**src/rtl/uart_baud_ctrl_if.sv**
```systemverilog
// Avalon-MM register port of the UART baud-rate controller.
// master drives address, strobes and write data; slave returns readdata.
interface uart_baud_ctrl_if;
    logic [1:0]  address;
    logic        read;
    logic        write;
    logic [31:0] writedata;
    logic [31:0] readdata;

    modport master (output address, read, write, writedata, input readdata);
    modport slave  (input address, read, write, writedata, output readdata);
endinterface

```
**src/rtl/uart_baud_ctrl.sv**
```systemverilog
// UART baud/oversample tick generator with Avalon-MM divisor/control registers.
// Latency: readdata one cycle after read; ticks decoded from the running counters.
// Backpressure: none, no waitrequest. Optional TICKCNT via UART_BAUD_TICKCNT_EN.
module uart_baud_ctrl #(
    parameter int unsigned OS_RATIO  = 16,
    parameter logic [31:0] RESET_DIV = 32'd27
) (
    input  logic             clk_i,
    input  logic             reset_n,
    uart_baud_ctrl_if.slave  bus,
    output logic             os_tick_o,
    output logic             baud_tick_o,
    output logic             running_o
);
    localparam int unsigned     PW         = $clog2(OS_RATIO);
    localparam logic [PW-1:0]   PHASE_LAST = PW'(OS_RATIO - 1);

    typedef enum logic [1:0] {IDLE, RUN, PEND} state_t;

    state_t        state_q, state_d;
    logic [31:0]   shadow_q, shadow_d;
    logic [31:0]   active_q, active_d;
    logic          enable_q, enable_d;
    logic [31:0]   os_cnt_q, os_cnt_d;
    logic [PW-1:0] phase_q, phase_d;
    logic [31:0]   readdata_q, readdata_d;
    logic [31:0]   tickcnt_rd;

    logic [31:0]   eff_div;
    logic          div_wr, ctrl_wr, commit, stop;
    logic          os_tick, baud_tick;

    always_comb begin
        eff_div   = (active_q < 32'd2) ? 32'd2 : active_q;
        div_wr    = bus.write && (bus.address == 2'd0);
        ctrl_wr   = bus.write && (bus.address == 2'd1);
        enable_d  = ctrl_wr ? bus.writedata[0] : enable_q;
        commit    = ctrl_wr && bus.writedata[1];
        stop      = (state_q != IDLE) && !enable_d;
        // A disabling write suppresses the tick of its own cycle as well.
        os_tick   = (state_q != IDLE) && !stop && (os_cnt_q == eff_div - 32'd1);
        baud_tick = os_tick && (phase_q == PHASE_LAST);

        state_d   = state_q;
        active_d  = active_q;
        shadow_d  = div_wr ? bus.writedata : shadow_q;
        os_cnt_d  = os_cnt_q;
        phase_d   = phase_q;

        case (state_q)
            IDLE: begin
                os_cnt_d = '0;
                phase_d  = '0;
                if (commit)   active_d = shadow_q;
                if (enable_d) state_d  = RUN;
            end
            RUN, PEND: begin
                if (stop) begin
                    state_d  = IDLE;
                    os_cnt_d = '0;
                    phase_d  = '0;
                end else begin
                    if (os_tick) begin
                        os_cnt_d = '0;
                        phase_d  = baud_tick ? '0 : phase_q + 1'b1;
                    end else begin
                        os_cnt_d = os_cnt_q + 32'd1;
                    end
                    if (state_q == RUN && commit) state_d = PEND;
                    // Divisor swap lands exactly on a baud boundary, counters already wrap to 0.
                    if (state_q == PEND && baud_tick) begin
                        active_d = shadow_q;
                        state_d  = RUN;
                    end
                end
            end
            default: state_d = IDLE;
        endcase

        readdata_d = readdata_q;
        if (bus.read) begin
            case (bus.address)
                2'd0:    readdata_d = shadow_q;
                2'd1:    readdata_d = {31'b0, enable_q};
                2'd2:    readdata_d = {30'b0, state_q != IDLE, state_q == PEND};
                default: readdata_d = tickcnt_rd;
            endcase
        end
    end

`ifdef UART_BAUD_TICKCNT_EN
    logic [31:0] tickcnt_q, tickcnt_d;

    always_comb begin
        tickcnt_d = tickcnt_q;
        if (enable_q && !enable_d) tickcnt_d = '0;
        else if (baud_tick)        tickcnt_d = tickcnt_q + 32'd1;
        tickcnt_rd = tickcnt_q;
    end

    always_ff @(posedge clk_i or negedge reset_n) begin
        if (!reset_n) tickcnt_q <= '0;
        else          tickcnt_q <= tickcnt_d;
    end
`else
    assign tickcnt_rd = '0;
`endif

    always_ff @(posedge clk_i or negedge reset_n) begin
        if (!reset_n) begin
            state_q    <= IDLE;
            shadow_q   <= RESET_DIV;
            active_q   <= RESET_DIV;
            enable_q   <= 1'b0;
            os_cnt_q   <= '0;
            phase_q    <= '0;
            readdata_q <= '0;
        end else begin
            state_q    <= state_d;
            shadow_q   <= shadow_d;
            active_q   <= active_d;
            enable_q   <= enable_d;
            os_cnt_q   <= os_cnt_d;
            phase_q    <= phase_d;
            readdata_q <= readdata_d;
        end
    end

    assign bus.readdata = readdata_q;
    assign os_tick_o    = os_tick;
    assign baud_tick_o  = baud_tick;
    assign running_o    = (state_q != IDLE);
endmodule

```
**src/flat_wrapper.sv**
```systemverilog
// flat-port wrapper written by rule: the top's interface ports become plain ports
module uart_baud_ctrl_flat 
#(
    parameter int unsigned OS_RATIO  = 16,
    parameter logic [31:0] RESET_DIV = 32'd27
)
  (clk_i, reset_n, os_tick_o, baud_tick_o, running_o, bus_address, bus_read, bus_write, bus_writedata, bus_readdata);
  uart_baud_ctrl_if bus_i ();
  input  logic clk_i;
  input  logic reset_n;
  output logic os_tick_o;
  output logic baud_tick_o;
  output logic running_o;
  input wire logic [$bits(bus_i.address)-1:0] bus_address;
  input wire logic [$bits(bus_i.read)-1:0] bus_read;
  input wire logic [$bits(bus_i.write)-1:0] bus_write;
  input wire logic [$bits(bus_i.writedata)-1:0] bus_writedata;
  output wire logic [$bits(bus_i.readdata)-1:0] bus_readdata;
  assign bus_i.address = bus_address;
  assign bus_i.read = bus_read;
  assign bus_i.write = bus_write;
  assign bus_i.writedata = bus_writedata;
  assign bus_readdata = bus_i.readdata;
  uart_baud_ctrl #(.OS_RATIO(OS_RATIO), .RESET_DIV(RESET_DIV)) u_core (.clk_i(clk_i), .reset_n(reset_n), .bus(bus_i), .os_tick_o(os_tick_o), .baud_tick_o(baud_tick_o), .running_o(running_o));
endmodule
```
**config.mk**
```make
export PLATFORM = sky130hd
export DESIGN_NAME = uart_baud_ctrl_flat
export DESIGN_NICKNAME = d
export VERILOG_FILES = /design/src/rtl/uart_baud_ctrl_if.sv /design/src/rtl/uart_baud_ctrl.sv /design/src/flat_wrapper.sv
export SDC_FILE = /design/constraint.sdc
export NUM_CORES = 1
export LEC_CHECK = 0
export CAP_MARGIN = 40
export CORE_MARGIN = 1.5
export CORE_UTILIZATION = 62
export DETAILED_ROUTE_END_ITERATION = 7
export GPL_TIMING_DRIVEN = 1
export PLACE_DENSITY_LB_ADDON = 0.12
export SKIP_LAST_GASP = 1
export SLEW_MARGIN = 0
export SYNTH_ARGS = -nofsm -noshare
export SYNTH_HDL_FRONTEND = slang
export SYNTH_SLANG_ARGS = --single-unit
export TNS_END_PERCENT = 100
```
**constraint.sdc**
```tcl
create_clock -name clk_i -period 10.7 [get_ports clk_i]
set_input_delay 1.07 -clock clk_i [delete_from_list [all_inputs] [get_ports clk_i]]
set_output_delay 1.07 -clock clk_i [all_outputs]
set_load 0.01 [all_outputs]
```
* Yosys cells after proc, flatten, opt, wreduce, memory -nomap -nowiden *
Index checks and enable logic that the tools add are counted.

storage, ports and cells
  output and inout bits = 35
  memories kept = 0
  register bits = 135
  logic and storage cells = 61
  latch bits = 0
  bits of input ports = 38
  bits in writable memories = 0
  bits in read-only memories = 0

operators by class
  bitwise logic cells = 0
  $add $sub $neg = 3
  equal/unequal tests = 12
  magnitude comparators = 1
  divide/modulo/power cells = 0
  shift-type cells = 0
  multiplexer cells = 19
  reductions and logical operators = 19
  $mul = 0

operator list
  kind                                                          count
  two-way mux 32 bit                                            6
  one-hot mux 32 bit (2 select lines)                           2
  one-hot mux 32 bit (3 select lines)                           1
  adder 32 x 1 -> 32 bit (second input constant)                1
  == test 32 bit                                                1
  less-than comparator 32 x 2 -> 1 bit (second input constant)  1
  subtractor 32 x 1 -> 32 bit (second input constant)           1
  two-way mux 4 bit                                             3
  logical AND 1 bit                                             9
  two-way mux 2 bit                                             4
  one-hot mux 4 bit (2 select lines)                            1
  inequality test 2 x 1 -> 1 bit (second input constant)        3
  adder 4 x 1 -> 4 bit (second input constant)                  1
  == test 2 x 1 -> 1 bit (second input constant)                2
  == test 2 bit (second input constant)                         2
  == test 4 bit (second input constant)                         1
  zero test 2 bit                                               2
  inequality test 4 x 1 -> 1 bit (second input constant)        1
  one-hot mux 2 bit (2 select lines)                            1
  AND reduction 2 bit                                           2
  AND reduction 4 bit                                           1
  nonzero test 2 bit                                            2
  inequality test 3 x 2 -> 1 bit (second input constant)        1
  zero test 1 bit                                               2
  3 further kinds                                               3

* Logic depth before layout (Yosys ltp) *
Gate-level depths: netlist of run 1.

  word-level depth = 13
  gate-level depth with buffers = 17
  mapped depth without buffers = 15

* Worst setup path before layout of run 1 *
Ideal clock, no wire load.

  path type = register -> output
  start point = register u_core.active_q[12]
  end point = output baud_tick_o
  arrival time = 4.493 ns
  cell stages (with the launch flop) = 14
  slack = 5.137 ns
  required time = 9.630 ns
  path buffers = 0
  cell sequence = dfrtp_1 -> or4_1 -> nor4_1 -> nand4_1 -> nand2_1 -> ha_1 -> nor3b_1 -> nand4_1 -> or3_1 -> a32oi_1 -> nand4_1 -> or4_4 -> or3_1 -> nor2_1

on the way
  cells in the longest elaborated chain, start to end = 6

ends and longest elaborated chain
  what                                  RTL line               source
  start, declared                       uart_baud_ctrl.sv:22   logic [31:0] active_q, active_d;
  start signal, assigned                uart_baud_ctrl.sv:121  active_q <= active_d;
  less-than comparator 32 x 2 -> 1 bit  uart_baud_ctrl.sv:34   eff_div = (active_q < 32'd2) ? 32'd2 : active_q;
  two-way mux 32 bit *                  uart_baud_ctrl.sv:34
  subtractor 32 x 1 -> 32 bit *         uart_baud_ctrl.sv:41   os_tick = (state_q != IDLE) && !stop && (os_cnt_q == eff_div - 32'd1);
  == test 32 bit *                      uart_baud_ctrl.sv:41
  logical AND 1 bit *                   uart_baud_ctrl.sv:41
  logical AND 1 bit *                   uart_baud_ctrl.sv:42   baud_tick = os_tick && (phase_q == PHASE_LAST);
  end, declared                         flat_wrapper.sv:12     output logic baud_tick_o;

Mark *: on every way between the ends. The rest lies on a longest branch, timed or not.

* Worst setup path after layout of run 1 *
  start point = register u_core.active_q[12]
  end point = output os_tick_o

on the way
  cells in the longest elaborated chain, start to end = 5

ends and longest elaborated chain
  what                                  RTL line              source
  less-than comparator 32 x 2 -> 1 bit  uart_baud_ctrl.sv:34
  two-way mux 32 bit *                  uart_baud_ctrl.sv:34
  subtractor 32 x 1 -> 32 bit *         uart_baud_ctrl.sv:41
  == test 32 bit *                      uart_baud_ctrl.sv:41
  logical AND 1 bit *                   uart_baud_ctrl.sv:41
  end, declared                         flat_wrapper.sv:11    output logic os_tick_o;

Marks and branches as above.

==> impl_metrics.py, run 1 <==
metrics = {
    "logic_synthesis": {
        "ys.flop_type": "dfrtp_1",
        "yosysSeqAreaShare": 0.479,
        "ys_ff_latch": 135,
        "yosysTopAreaCellShare": 0.449,
        "synth_cells": 684,
        "avgSynthCellArea_um2": 10.3,
        "postSynth.asyncResetShare": 1.00,
        "synth_cell_types": 61,
        "yosys.area.top_type": "dfrtp_1",
        "ys_warn_count": 0,
        "synth.area.top_cells": "dfrtp_1, mux2_4, mux2_2",
        "syn_area_um2": 7070,
        "synth_nets": 729,
        "synth-edff-count": 0,
    },
    "clock_network": {
        "cts_setup_buffers": 0,
        "tritoncts.num_buffers": 17,
        "clock_path_buffers": 2,
        "cts-root-buf": "clkbuf_16",
        "cts_tree": "built",
        "cts_hold_buf": 0,
        "htreeDepth": 4,
        "cts_resized": 0,
        "clk_pin_slew_ns": 0.05,
        "clkLatencyLatePin_ns": 0.41,
        "cts_sinks": 135,
    },
    "route": {
        "routed_wl_um": 17500,
        "vias": 5455,
        "dr.pass1.iters": 5,
        "drt_iter0_drc": 506,
        "ant_nets": 0,
        "wire_per_inst_um": 19.2,
        "via_per_inst": 5.99,
        "drc": 0,
    },
    "placement": {
        "dpl_worst_slack_ns": 3.82,
        "place_hpwl_um": 12300,
        "gp_congestion": 0.962,
        "buffer_ports.inserted": 72,
        "place_inst": 878,
    },
    "finish": {
        "instances_no_fill": 910,
        "final_cell_mix": "dfrtp_1, clkdlybuf4s50_1, nor2_1, nand2_1, inv_1",
        "regArea_um2": 3390,
        "area_growth_pct": 21.6,
        "multi_input_area_um2": 3390,
        "drive_gt1_frac": 0.169,
        "fin_nets": 802,
        "nFillCells": 666,
        "final_common_cell": "dfrtp_1",
        "diodes": 0,
    },
    "timing": {
        "tightest_slew_ns": 0.705,
        "fmax_mhz": 136,
        "timing.hold.ws_ns": 0.527,
        "fin_setup_tns_ns": 0,
        "finalCritPeriodShare": 0.689,
        "slew_headroom": 0.526,
        "hold_violations": 0,
        "rsz0062_at_grt": "no",
        "setup_violations": 0,
        "period_needed_ns": 7.37,
        "worst_slack_ns": 3.33,
        "finalClockSkew_ns": 0.00751,
        "final_max_slew_viol_count": 0,
    },
    "floorplanning": {
        "initial_core_util": 0.644,
        "dieArea_um2": 12100,
        "pin_count": 73,
        "core_region_area_um2": 11000,
        "row_count": 38,
        "die_w_um": 110,
        "die_h_um": 110,
    },
    "hold_path": {
        "min_path_type": "flop to flop",
    },
    "setup_path": {
        "cp.buffers_inverters": 2,
        "cp_top_family": "simple AND/OR/NAND/NOR gates",
        "crit_top_cell": "nand4_1",
        "critical_path.endpoint_type": "primary output",
        "path_cells": "or4_1 -> nor4_1 -> nand4_1 -> nand2_1 -> ha_1 -> nor3b_1 -> nand4_1 -> or3_1 -> a32oi_1 -> nand4_1 -> or4_4 -> or3_1 -> inv_2 -> clkdlybuf4s50_1",
        "cpPeakStageDelay_ns": 0.62,
        "cp.arrival_ns": 6.30,
        "worstSetupPathType": "flop to primary output",
        "path_max_fanout": 7,
        "start_kind": "flop",
        "crit_slowest_cell": "or4_1",
        "cp_data_required_time_ns": 9.63,
    },
    "job": {
        "maxCapViolations": 0,
    },
    "pwr": {
        "ir_worst_vdd_mv": 0.235,
        "p_per_area_nw_per_um2": 228,
        "power.total_w": 0.00196,
        "power.leakage_nw": 3.70,
    },
    "grt": {
        "first_global_vias": 5372,
        "antenna_found_initial": 0,
        "grt_pass1_wl_um": 27700,
        "gr-total-overflow": 0,
        "grt_max_degree": 49,
        "track_usage": 0.308,
    },
    "status": {
        "outcome": "finished clean",
    },
}
sequential cells by signal, summed over array words and instances (netlist names):
signal / cells
u_core.phase_q: 4
u_core.bus.readdata: 32
u_core.active_q: 32
u_core.enable_q: 1
u_core.shadow_q: 32
u_core.state_q: 2
u_core.os_cnt_q: 32
path summary, 6_finish.rpt:
kind | slack [ns] | depth (start not counted) | endpoint | start
setup / recovery | 3.33 | 14 | os_tick_o | u_core.active_q[12]
hold / removal | 0.53 | 1 | u_core.phase_q[0] | u_core.phase_q[0]
setup reg to reg | 4.68 | 15 | u_core.active_q[21] | u_core.active_q[12]
hold reg to reg | 0.53 | 1 | u_core.phase_q[0] | u_core.phase_q[0]
max in group asynchronous | 8.96 | 3 | u_core.shadow_q[9] | reset_n
min in group asynchronous | 0.58 | 1 | u_core.os_cnt_q[25] | reset_n
Yosys cell counts, types with 3 or more instances:
| cell type | n |
|---|---|
| dfrtp_1 | 127 |
| or4_4 | 3 |
| and2_1 | 3 |
| nor4b_1 | 3 |
| xnor2_1 | 26 |
| ha_1 | 7 |
| buf_6 | 3 |
| buf_2 | 3 |
| or3_1 | 8 |
| mux2_4 | 30 |
| inv_1 | 43 |
| o21ai_0 | 40 |
| or4_1 | 5 |
| nor4_1 | 11 |
| o22ai_1 | 5 |
| dfstp_2 | 8 |
| and3_1 | 13 |
| and4_1 | 4 |
| mux2i_1 | 7 |
| or2_2 | 3 |
| nor3_1 | 16 |
| nand4_1 | 12 |
| nor2b_1 | 5 |
| a31oi_1 | 4 |
| a21oi_1 | 14 |
| nand3_1 | 21 |
| nor2_1 | 62 |
| xor2_1 | 36 |
| mux2_2 | 37 |
| nand3b_1 | 4 |
| a21o_1 | 4 |
| clkbuf_1 | 18 |
| buf_4 | 3 |
| nand2_1 | 61 |
report_power, final:
part	leakage, nW	total [W]	switching, W	internal [W]
Combinational	1.66	0.000547	0.000261	0.000286
Sequential	1.73	0.000766	0.000148	0.000619
Clock	0.315	0.000644	0.000216	0.000428
Total	3.70	0.00196	0.000625	0.00133
logic make-up (layout without fill, tap and decap cells):
logic type	after synthesis	after routing	share of synthesized area
buffers and inverters	71	157	0.0430
AO/OA/AOI/OAI	92	92	0.0801
AND/OR/NAND/NOR	243	243	0.176
XOR/XNOR	62	62	0.0768
adder cells (fa/ha/maj)	7	7	0.0124
multiplexers	74	74	0.133
flip-flops	135	135	0.479
through the flow:
step                      area, um2  utilization
after floorplan                7070            -
after global placement         7880        0.718
after detailed placement       7940        0.723
after CTS                      8600        0.783
after global routing           8600        0.783
final                          8600        0.783
per-layer routing:
layer / track usage / routed length [um]
met1: 0.413 / 7920
met2: 0.501 / 8370
met4: 0.0872 / 191
met3: 0.0694 / 973
met5: 0 / 0
final cells by class:
cell class / instances / share of cell area
Clock inverter: 10 / 0.0224
Timing Repair Buffer: 81 / 0.0954
Sequential cell: 135 / 0.394
Tap cell: 140 / 0.0204
Clock buffer: 22 / 0.0540
Inverter: 44 / 0.0192
Multi-Input combinational cell: 478 / 0.395
Note: power is estimated with default switching activity, not from simulation.
==> run 2: changes to the inputs <==
--- a/config.mk
+++ b/config.mk
@@ -7,7 +7,7 @@
 export LEC_CHECK = 0
 export CAP_MARGIN = 40
 export CORE_MARGIN = 1.5
-export CORE_UTILIZATION = 62
+export CORE_UTILIZATION = 52
 export DETAILED_ROUTE_END_ITERATION = 7
 export GPL_TIMING_DRIVEN = 1
 export PLACE_DENSITY_LB_ADDON = 0.12
==> constraint.sdc (replaced) <==
create_clock -name clk_i -period 5.98 [get_ports clk_i]
set_input_delay 0.598 -clock clk_i [delete_from_list [all_inputs] [get_ports clk_i]]
set_output_delay 0.598 -clock clk_i [all_outputs]
set_load 0.01 [all_outputs]
==> impl_metrics.py, run 2 (synthesized netlist as in run 1, its figures left out) <==
metrics = {
    "status": {
        "outcome": "finished clean",
    },
    "finish": {
        "final_area_um2": 8640,
        "final_cell_mix": "dfrtp_1, clkdlybuf4s50_1, nand2_1",
        "nFillCells": 1071,
        "diodes": 0,
        "drive_gt1_frac": 0.190,
        "instances_no_fill": 954,
        "fin_nets": 810,
        "final_common_cell": "dfrtp_1",
        "utilization": 0.652,
        "area_growth_pct": 22.2,
    },
    "grt": {
        "first_global_vias": 5363,
        "track_usage": 0.252,
        "grt_pass1_wl_um": 27900,
        "antenna_found_initial": 0,
        "grt_max_degree": 83,
        "gr-total-overflow": 0,
    },
    "timing": {
        "finalCritPeriodShare": 0.975,
        "slew_headroom": 0.503,
        "tightest_slew_ns": 0.746,
        "worst_slack_ns": 0.148,
        "finalClockSkew_ns": 0.00773,
        "period_needed_ns": 5.83,
        "fmax_mhz": 171,
        "setup_violations": 0,
        "hold_violations": 0,
        "final_max_slew_viol_count": 0,
    },
    "floorplanning": {
        "die_w_um": 120,
        "core_region_area_um2": 13200,
        "initial_core_util": 0.534,
        "die_h_um": 120,
        "row_count": 42,
        "dieArea_um2": 14300,
        "pin_count": 73,
    },
    "placement": {
        "gp_congestion": 0.926,
        "place_inst": 922,
        "dpl_worst_slack_ns": 0.232,
        "dpl_cell_area_um2": 8030,
        "place_hpwl_um": 12300,
        "buffer_ports.inserted": 72,
    },
    "route": {
        "vias": 5363,
        "routed_wl_um": 17100,
        "drt_iter0_drc": 436,
        "dr.pass1.iters": 5,
        "wire_per_inst_um": 17.9,
        "via_per_inst": 5.62,
        "ant_nets": 0,
        "drc": 0,
    },
    "setup_path": {
        "worstSetupPathType": "flop to primary output",
        "cpPeakStageDelay_ns": 0.59,
        "start_kind": "flop",
        "path_max_fanout": 7,
        "r2r_slack_ns": 0.98,
        "critical_path.endpoint_type": "primary output",
        "path_cells": "or4_4 -> or4_4 -> nor4_4 -> nor2_1 -> ha_1 -> xnor2_1 -> a2111oi_2 -> nand4_1 -> nor4_2 -> nand4_1 -> or4_4 -> or3_4 -> inv_2 -> clkdlybuf4s50_1",
        "crit_top_cell": "or4_4",
        "crit_slowest_cell": "or4_4",
        "cp_data_required_time_ns": 5.38,
        "cp.arrival_ns": 5.23,
    },
    "pwr": {
        "ir_worst_vdd_mv": 0.229,
        "p_per_area_nw_per_um2": 393,
        "power.leakage_nw": 3.71,
    },
    "clock_network": {
        "htreeDepth": 4,
        "clkLatencyLatePin_ns": 0.43,
        "cts_resized": 3,
        "clk_pin_slew_ns": 0.06,
        "cts_sinks": 135,
        "tritoncts.num_buffers": 17,
        "cts_setup_buffers": 0,
        "cts_tree": "built",
        "clock_path_buffers": 2,
        "cts-root-buf": "clkbuf_16",
        "cts_hold_buf": 0,
    },
    "job": {
        "maxCapViolations": 0,
    },
    "hold_path": {
        "min_path_type": "input pin to asynchronous set/reset pin",
    },
}
==> run 2: cell types whose count changed in the layout (fill, tap and decap cells not counted), sizes merged <==
cell	change
clkinv	+4
clkinvlp	+1
inv	+2
buf	+8
bufinv	-4
clkbuf	-3
==> run 2: metal layers <==
metal  part of all wire  up-vias  GRT usage  routed length (um)
li1                   -     2555          -                   -
met3              0.058       17     0.0532                 987
met5                  0        -          0                   0
met2               0.44      161      0.375                7560
met1               0.49     2630      0.368                8360
met4              0.011        0     0.0811                 193
==> run 2: layout make-up <==
cell class / instances / area, um2 / share of cell area
Clock buffer: 19 / 433 / 0.0501
Clock inverter: 13 / 125 / 0.0145
Inverter: 44 / 165 / 0.0191
Multi-Input combinational cell: 478 / 3450 / 0.399
Sequential cell: 135 / 3390 / 0.392
Tap cell: 176 / 220 / 0.0255
Timing Repair Buffer: 89 / 861 / 0.0996
==> run 2: path summary, 6_finish.rpt <==
kind | to | cells after the start | startpoint
worst max-delay path | os_tick_o | 14 | u_core.active_q[12]
worst min-delay path | u_core.os_cnt_q[27] | 1 | reset_n
worst max register to register | u_core.active_q[24] | 15 | u_core.active_q[12]
worst min register to register | u_core.bus.readdata[2] | 2 | u_core.shadow_q[2]
max in group asynchronous | u_core.active_q[8] | 2 | reset_n
min in group clk_i | u_core.bus.readdata[2] | 2 | u_core.shadow_q[2]
==> run 2: stage by stage <==
stage | power [W] | hold WS (ns) | TNS (ns)
global route | 0.00358 | 0.295 | -0.0786
floorplan | 0.00203 | 0.302 | 0
finish | 0.00340 | 0.227 | 0
detailed placement | 0.00237 | 0.510 | 0
global placement | 0.00235 | 0.492 | 0
CTS | 0.00338 | 0.246 | 0
==> run 2: where the power goes <==
part | leakage, nW | switching (W) | total [W] | internal [W]
sequential | 1.73 | 0.000246 | 0.00135 | 0.00111
combinational | 1.71 | 0.000502 | 0.00105 | 0.000546
clock | 0.268 | 0.000420 | 0.000996 | 0.000576
==> run 2: worst max-delay path, delay by kind of cell (launching register included) <==
family,cells,cell delay (ns)
simple gates,9,2.87
compound gates,1,0.39
xor+xnor,1,0.14
fa+ha+maj,1,0.30
buf+inv,2,0.68
flops,1,0.43
